==> src/rtl/sa_weight_load_ctrl.sv <==
`default_nettype none
// +----------------------------------------------------------------------------+
// | sa_weight_load_ctrl: fetches a 3x3 weight tile column-major, feeds array.  |
// | Rev 1.0                                                                    |
// +----------------------------------------------------------------------------+
module sa_weight_load_ctrl #(
  parameter int DATA_W = 8,
  parameter int ADDR_W = 6
) (
  input  logic              clk,
  input  logic              rst_n,
  input  logic              start,
  input  logic              abort,
  input  logic [ADDR_W-1:0] base_addr,
  output logic              mem_rd_en,
  output logic [ADDR_W-1:0] mem_addr,
  input  logic [DATA_W-1:0] mem_rdata,
  output logic              w_valid,
  output logic [DATA_W-1:0] w_data,
  output logic [3:0]        w_idx,
  output logic              busy,
  output logic              done
);

  typedef enum logic [1:0] {
    S_IDLE  = 2'd0,
    S_ISSUE = 2'd1,
    S_DRAIN = 2'd2,
    S_DONE  = 2'd3
  } state_t;

  state_t              state_q, state_d;
  logic [3:0]          cnt_q, cnt_d;
  logic [ADDR_W-1:0]   base_q, base_d;

  logic                s1_vld_q;
  logic [3:0]          s1_idx_q;
  logic                wv_q;
  logic [DATA_W-1:0]   wd_q;
  logic [3:0]          wi_q;

  logic                issue;
  logic                abort_eff;
  logic [3:0]          map_off;

  assign issue     = (state_q == S_ISSUE);
  assign abort_eff = abort && (state_q != S_IDLE);

  // Row-major tile walked column by column.
  always_comb begin
    map_off = 4'd0;
    case (cnt_q)
      4'd0:    map_off = 4'd0;
      4'd1:    map_off = 4'd3;
      4'd2:    map_off = 4'd6;
      4'd3:    map_off = 4'd1;
      4'd4:    map_off = 4'd4;
      4'd5:    map_off = 4'd7;
      4'd6:    map_off = 4'd2;
      4'd7:    map_off = 4'd5;
      4'd8:    map_off = 4'd8;
      default: map_off = 4'd0;
    endcase
  end

  assign mem_rd_en = issue;
  assign mem_addr  = issue ? (base_q + ADDR_W'(map_off)) : '0;

  always_comb begin
    state_d = state_q;
    cnt_d   = cnt_q;
    base_d  = base_q;
    if (abort_eff) begin
      state_d = S_IDLE;
      cnt_d   = 4'd0;
    end else begin
      case (state_q)
        S_IDLE: begin
          if (start && !abort) begin
            state_d = S_ISSUE;
            cnt_d   = 4'd0;
            base_d  = base_addr;
          end
        end
        S_ISSUE: begin
          if (cnt_q == 4'd8) begin
            state_d = S_DRAIN;
            cnt_d   = 4'd0;
          end else begin
            cnt_d = cnt_q + 4'd1;
          end
        end
        S_DRAIN: begin
          if (cnt_q == 4'd1) begin
            state_d = S_DONE;
            cnt_d   = 4'd0;
          end else begin
            cnt_d = cnt_q + 4'd1;
          end
        end
        S_DONE: begin
          state_d = S_IDLE;
        end
        default: begin
          state_d = S_IDLE;
          cnt_d   = 4'd0;
        end
      endcase
    end
  end

  always_ff @(posedge clk or negedge rst_n) begin
    if (!rst_n) begin
      state_q <= S_IDLE;
      cnt_q   <= 4'd0;
      base_q  <= '0;
    end else begin
      state_q <= state_d;
      cnt_q   <= cnt_d;
      base_q  <= base_d;
    end
  end

  // Two-stage read pipeline; data only captured for live reads so w_data holds.
  always_ff @(posedge clk or negedge rst_n) begin
    if (!rst_n) begin
      s1_vld_q <= 1'b0;
      s1_idx_q <= 4'd0;
      wv_q     <= 1'b0;
      wd_q     <= '0;
      wi_q     <= 4'd0;
    end else if (abort_eff) begin
      s1_vld_q <= 1'b0;
      wv_q     <= 1'b0;
    end else begin
      s1_vld_q <= issue;
      s1_idx_q <= cnt_q;
      wv_q     <= s1_vld_q;
      if (s1_vld_q) begin
        wd_q <= mem_rdata;
        wi_q <= s1_idx_q;
      end
    end
  end

  assign w_valid = wv_q;
  assign w_data  = wd_q;
  assign w_idx   = wi_q;
  assign busy    = (state_q != S_IDLE);
  assign done    = (state_q == S_DONE);

endmodule
`default_nettype wire

==> config.mk <==
export PLATFORM = sky130hd
export DESIGN_NAME = sa_weight_load_ctrl
export DESIGN_NICKNAME = d
export VERILOG_FILES = /design/src/rtl/sa_weight_load_ctrl.sv
export SDC_FILE = /design/constraint.sdc
export NUM_CORES = 1
export LEC_CHECK = 0
export CAP_MARGIN = 20
export CORE_ASPECT_RATIO = 1.75
export CORE_UTILIZATION = 45
export CTS_CLUSTER_DIAMETER = 30
export DETAILED_ROUTE_END_ITERATION = 10
export PLACE_DENSITY = 0.83
export SETUP_SLACK_MARGIN = 0.1
export SYNTH_ARGS = -nofsm -noshare
export SYNTH_HDL_FRONTEND = slang
export SYNTH_SLANG_ARGS = --single-unit
==> constraint.sdc <==
create_clock -name clk -period 3.4 [get_ports clk]
set_clock_uncertainty 0.2 [all_clocks]
set_input_delay 0.68 -clock clk [delete_from_list [all_inputs] [get_ports clk]]
set_output_delay 0.68 -clock clk [all_outputs]
set_load 0.02 [all_outputs]
==> results of run 1 <==
worst max path at each step:
stage                        to  slack [ns]  depth (start not counted)
CTS                 mem_addr[4]        0.01                          9
floorplan           mem_addr[4]        0.42                          8
global placement    mem_addr[4]        0.09                          9
finish              mem_addr[4]        0.18                          9
global route        mem_addr[4]        0.04                          9
detailed placement  mem_addr[4]        0.05                          9
cells in the mapped netlist:
cell type	count
a211oi_4	1
a21boi_0	1
a21o_1	2
a21oi_1	2
a22oi_1	1
a31o_2	1
a31oi_1	1
and2_1	3
and3_1	1
and3b_1	1
buf_4	2
buf_6	2
dfrtp_1	30
fa_1	1
ha_1	13
inv_1	13
inv_2	2
mux2_1	5
mux2_2	3
mux2_4	9
mux2i_1	2
nand2_1	12
nand2_2	1
nand2b_1	3
nand3_1	4
nand4_1	2
nor2_1	9
nor2b_1	3
nor3_1	2
nor3b_1	2
nor4b_2	1
nor4bb_4	1
o211ai_1	3
o211ai_2	1
o21ai_0	6
o21ai_1	1
o22ai_1	1
o311a_1	1
o311ai_2	1
o31ai_1	1
or2_2	1
xor2_1	2
per-layer routing:
metal	vias to the layer above	GRT usage [%]	wire (µm)
met3	6	3.99	138
met1	659	19.5	1350
li1	630	-	-
met4	0	8.82	71
met2	35	35.4	1940
met5	-	0	0
worst max-delay path: stages, from the launching register on:
cell and delay [ns]:
dfrtp_1 0.41, inv_1 0.09, ha_1 0.31, nand2b_1 0.10, fa_1 0.43, nor2b_1 0.15, o21ai_0 0.10, nor3b_1 0.15
nor3_1 0.12, clkbuf_2 0.19
kinds of logic after synthesis:
group / share of synthesized area, %
compound gates: 10.7
xor+xnor: 1.01
fa+ha+maj: 10.5
buf+inv: 5.41
flops: 43.3
mux: 14.1
simple gates: 15.0
power groups by stage:
stage / logic (µW) / registers [µW] / clock network (µW)
after detailed placement: 1010 / 567 / 0
after floorplan: 594 / 632 / 0
final: 1000 / 559 / 301
after global routing: 1090 / 574 / 325
after global placement: 1000 / 558 / 0
after CTS: 1020 / 561 / 309
through the flow:
stage          power, µW  hold slack [ns]
2_1_floorplan       1230            0.184
3_3_place_gp        1560            0.247
3_5_place_dp        1580            0.256
4_1_cts             1890            0.281
5_1_grt             1990            0.312
6_report            1860            0.282
sequential cells by signal (all words and copies together) (netlist names):
signal / flops
base_q: 6
cnt_q: 4
state_q: 2
w_data: 8
w_idx: 4
s1_idx_q: 4
s1_vld_q: 1
w_valid: 1
cell type report:
type                    instances  area (µm²)
clock buffers                   6        82.6
clock inverters                 2        12.5
multi-input cells             105         900
repair buffers                 46         429
well taps                      46        57.6
flip-flops and latches         30         751
fillers                       309        1380
inverters                      15        56.3
timing repair:
item	in CTS	in global routing
setup buffers	2	0
setup endpoints to repair	5	4
gates resized for setup	8	8
==> impl_metrics.py, run 1 <==
metrics = {
    "global_route": {
        "track_usage_pct": 18.9,
        "antenna_found_initial": 0,
        "grt_pass1_wl_mm": 5.87,
        "gr-total-overflow": 0,
        "grt_pass1_vias": 1340,
        "grt_max_degree": 31,
    },
    "synth": {
        "netlist.area_leader.share_pct": 43.3,
        "yosys.area.top_type": "dfrtp_1",
        "synth_cell_types": 42,
        "syn_inst": 154,
        "synth_area_per_cell_um2": 11.3,
        "ys_seq_elements": 30,
        "synth_area_um2": 1740,
        "synth.area.top_cells": "dfrtp_1 43%, ha_1 9.4%, mux2_4 7.8%",
        "ys.warnings.count": 0,
        "synth_nets": 186,
        "synth_sequential_area_ratio_pct": 43.3,
    },
    "critical_path": {
        "r2r_slack_ns": 1.26,
        "startpoint_type": "flop",
        "critPathKind": "flop to primary output",
        "end_kind": "primary output",
        "worstPathRequired_ns": 2.52,
        "worstRegToRegCells": 5,
        "reg2reg_from": "state_q[0]",
        "critPathMaxFanout": 4,
        "r2r-end": "w_idx[1]",
        "critPathArrivalTime_ns": 2.34,
        "crit_start": "cnt_q[1]",
    },
    "detailed_routing": {
        "final_antenna_net_count": 0,
        "viasPerCell": 5.32,
        "vias": 1330,
        "firstDrtPassIters": 4,
        "drt_iter0_drc": 16,
        "wl_per_cell_um": 14.0,
        "drc": 0,
        "wl_mm": 3.50,
    },
    "timing": {
        "hold_violations": 0,
        "setup_viol": 0,
        "timing.setup.tns_ns": 0,
        "worstMarginPinSlew_ns": 0.449,
        "relSlewSlack_pct": 70.1,
        "setup_ws_ns": 0.179,
        "layout_worst_path_cycle_share_pct": 94.7,
        "finalCriticalPeriod_ns": 3.22,
        "rsz0062_at_grt": "true",
        "fmax_ghz": 0.311,
        "maxSlewViolCount": 0,
    },
    "min_path": {
        "worstHoldEndpoint": "s1_idx_q[2]",
        "worstHoldPathCells": 2,
        "hold_class": "flop to flop",
        "hold_start": "s1_idx_q[2]",
    },
    "layout": {
        "layout_commonest_cell": "clkdlybuf4s50_1",
        "final_nets": 235,
        "layout_common_cells": "34 x clkdlybuf4s50_1, 30 x dfrtp_1, 13 x ha_1, 12 x inv_1, 12 x nand2_1",
        "stdcell_area_um2": 2290,
        "syn_to_final_growth_pct": 31.9,
        "fin_util_pct": 62.4,
        "n_antenna_cell": 0,
        "drive_gt1_share_pct": 21.1,
        "instances_no_fill": 250,
    },
    "clock_tree": {
        "clock-sinks": 30,
        "cts_tree": "built",
        "hold_buffers": 0,
        "cts_buffer_depth": 2,
        "clock_insertion_delay_worst_skew_ns": 0.28,
        "htree_levels": 2,
        "cts-root-buf": "clkbuf_8",
        "clkTransAtPathRegs_ns": 0.07,
        "cts_buffers": 5,
    },
    "run_status": {
        "status": "finished clean",
    },
    "pwr": {
        "switching_share_pct": 39.3,
        "p_seq_share_pct": 30.0,
        "switchingPower_uw": 730,
        "power_frac_comb_pct": 53.8,
        "p_int_uw": 1130,
        "power_density_nw_per_um2": 812,
        "vdd_ir_drop_max_v": 0.000499,
        "pwr-share-clk_pct": 16.2,
        "p_leak_uw": 0.00109,
    },
    "placed_design": {
        "dp_cells": 240,
        "post_dp_cell_area_um2": 2180,
        "portBuffers": 39,
        "routabilityCongestion": 0.812,
        "dpl_worst_slack_ns": 0.0466,
        "dpl.hpwl_mm": 2.59,
    },
    "floorplan": {
        "coreArea_um2": 3660,
        "core.rowCount": 29,
        "dieArea_um2": 4120,
        "die_x_um": 48.9,
        "io_pins": 40,
        "initial_core_util_pct": 47.4,
        "die_h_um": 84.2,
    },
    "flow_run": {
        "drv_cap": 0,
    },
}
Note: power is estimated with default switching activity, not from simulation.
==> run 2, diff against run 1 <==
--- a/config.mk
+++ b/config.mk
@@ -10,7 +10,8 @@
 export CORE_UTILIZATION = 45
 export CTS_CLUSTER_DIAMETER = 30
 export DETAILED_ROUTE_END_ITERATION = 10
-export PLACE_DENSITY = 0.83
+export DONT_BUFFER_PORTS = 1
+export PLACE_DENSITY = 0.7
 export SETUP_SLACK_MARGIN = 0.1
 export SYNTH_ARGS = -nofsm -noshare
 export SYNTH_HDL_FRONTEND = slang
==> run 2 against run 1 <==
Compared with the run above:
- first-iteration DRC count rose by 44%
- final area fell by 15%
- fmax fell by 0.56%
- cell count fell by 16%
- worst setup slack got worse by 0.018 ns
- via count fell by 9.8%
- register-to-register slack got worse by 0.22 ns
- hold slack got worse by 0.26 ns
- clock power fell by 5%
- largest cell class unchanged
- critical endpoint unchanged
- wire length rose by 2.6%
- combinational power fell by 23%
- count of clock-buffer cells in the layout rose by 1
==> impl_metrics.py, run 2 (synthesis results as in run 1) <==
metrics = {
    "pwr": {
        "power_density_nw_per_um2": 886,
        "switching_share_pct": 42.3,
        "p_seq_share_pct": 38.3,
        "p_leak_uw": 0.000925,
        "switchingPower_uw": 727,
        "vdd_ir_drop_max_v": 0.000531,
        "p_int_uw": 993,
        "pwr-share-clk_pct": 16.6,
        "power_frac_comb_pct": 45.1,
        "finalPower_uw": 1720,
    },
    "timing": {
        "rsz0062_at_grt": "true",
        "layout_worst_path_cycle_share_pct": 95.3,
        "worstMarginPinSlew_ns": 0.446,
        "fmax_ghz": 0.309,
        "maxSlewViolCount": 0,
        "relSlewSlack_pct": 70.3,
        "finalCriticalPeriod_ns": 3.24,
        "timing.setup.tns_ns": 0,
        "hold_violations": 0,
        "setup_viol": 0,
    },
    "critical_path": {
        "critPathKind": "flop to primary output",
        "cp_cell_sequence": "buf_4, ha_1, mux2i_1, nor2_1, ha_1, nor2b_4, o21ai_2, nor3b_2, nor3_1, buf_4",
        "end_kind": "primary output",
        "critPathArrivalTime_ns": 2.36,
        "r2r-end": "cnt_q[2]",
        "r2r_slack_ns": 1.04,
        "critPathMaxFanout": 4,
        "startpoint_type": "flop",
        "crit_slowest_cell": "dfrtp_1",
        "reg2reg_from": "state_q[1]",
        "slowest_delay_ns": 0.40,
        "worstPathRequired_ns": 2.52,
        "worstRegToRegCells": 6,
    },
    "detailed_routing": {
        "drt_iter0_drc": 23,
        "wl_per_cell_um": 17.0,
        "final_antenna_net_count": 0,
        "vias": 1200,
        "firstDrtPassIters": 5,
        "drc": 0,
        "viasPerCell": 5.69,
        "wl_mm": 3.59,
    },
    "floorplan": {
        "die_h_um": 84.2,
        "coreArea_um2": 3660,
        "die_x_um": 48.9,
        "core.rowCount": 29,
        "initial_core_util_pct": 47.4,
        "io_pins": 40,
        "dieArea_um2": 4120,
    },
    "flow_run": {
        "drv_cap": 0,
    },
    "clock_tree": {
        "clock-sinks": 30,
        "clock_insertion_delay_worst_skew_ns": 0.27,
        "cts_tree": "built",
        "cts_buffer_depth": 2,
        "cts_buffers": 5,
        "cts-root-buf": "clkbuf_8",
        "clkTransAtPathRegs_ns": 0.06,
        "htree_levels": 2,
    },
    "min_path": {
        "hold_class": "input pin to async pin",
    },
    "layout": {
        "largest_reg_flops": 8,
        "final_nets": 196,
        "n_antenna_cell": 0,
        "syn_to_final_growth_pct": 11.8,
        "layout_commonest_cell": "dfrtp_1",
        "layout_common_cells": "28 x dfrtp_1, 13 x ha_1, 12 x inv_1, 12 x nand2_1, 9 x mux2_4",
        "drive_gt1_share_pct": 27.3,
    },
    "global_route": {
        "antenna_found_initial": 0,
        "grt_pass1_vias": 1284,
        "track_usage_pct": 19.1,
        "gr-total-overflow": 0,
        "grt_pass1_wl_mm": 5.97,
        "grt_max_degree": 31,
    },
    "placed_design": {
        "portBuffers": 0,
        "dpl.hpwl_mm": 2.56,
        "routabilityCongestion": 0.848,
    },
    "run_status": {
        "status": "finished clean",
    },
}
run 2: area by class of cell:
type | instances | area (µm²)
clock buffers | 7 | 86.3
clock inverters | 1 | 5.00
repair buffers | 7 | 65.1
fillers | 329 | 1720
flip-flops and latches | 30 | 753
inverters | 15 | 58.8
well taps | 46 | 57.6
multi-input cells | 105 | 915
run 2: worst max path at each step:
stage,startpoint,to,slack (ns),cells after the start
floorplan,cnt_q[0],mem_addr[4],0.42,8
global placement,cnt_q[0],mem_addr[5],0.49,9
detailed placement,cnt_q[0],mem_addr[4],0.38,11
CTS,cnt_q[0],mem_addr[4],0.10,10
global route,cnt_q[0],mem_addr[4],0.01,11
finish,cnt_q[1],mem_addr[4],0.16,10
run 2: worst max-delay path: cells and delay by family, from the launching register on:
kind,cells,cell delay [ns]
simple gates,4,0.60
fa+ha+maj,2,0.52
buf+inv,2,0.32
mux,1,0.16
flops,1,0.40
compound gates,1,0.07
run 2: per-layer routing:
metal	global-route usage (%)	vias to the layer above	part of all wire [%]
met2	35.1	45	57
met3	5.80	14	6.0
met4	9.89	0	3.4
li1	-	552	-
met5	0	-	0
met1	18.6	589	34
run 2: power groups by stage:
stage                     sequential [µW]  clock, µW  combinational (µW)
after floorplan                       632          0                 594
after global placement                655          0                 671
after detailed placement              663          0                 702
after CTS                             658        295                 720
after global routing                  673        314                 854
final                                 658        286                 775
run 2: through the flow:
step           util, %  instances  worst slack (ns)  cell area (µm²)  hold WS [ns]
2_1_floorplan        -        154             0.425             1740         0.184
3_3_place_gp      48.3        198             0.492             1770         0.185
3_5_place_dp      48.3        198             0.381             1770         0.185
4_1_cts           51.3        207             0.104             1880        0.0226
5_1_grt           53.0        211            0.0143             1940        0.0237
6_report          53.0        211             0.161             1940        0.0239
run 2: what timing repair did:
item | CTS | global route
endpoints found under the setup margin | 2 | 3
hold endpoints to repair | 30 | 0
resized for setup | 1 | 11
hold buffers | 1 | 0
buffers inserted | 0 | 4
pin swaps | 0 | 3
==> run 3, diff against run 2 <==
--- a/config.mk
+++ b/config.mk
@@ -5,7 +5,6 @@
 export SDC_FILE = /design/constraint.sdc
 export NUM_CORES = 1
 export LEC_CHECK = 0
-export CAP_MARGIN = 20
 export CORE_ASPECT_RATIO = 1.75
 export CORE_UTILIZATION = 45
 export CTS_CLUSTER_DIAMETER = 30
==> results of run 3 <==
The final DEF is identical to that of run 2; final timing and power are the same.
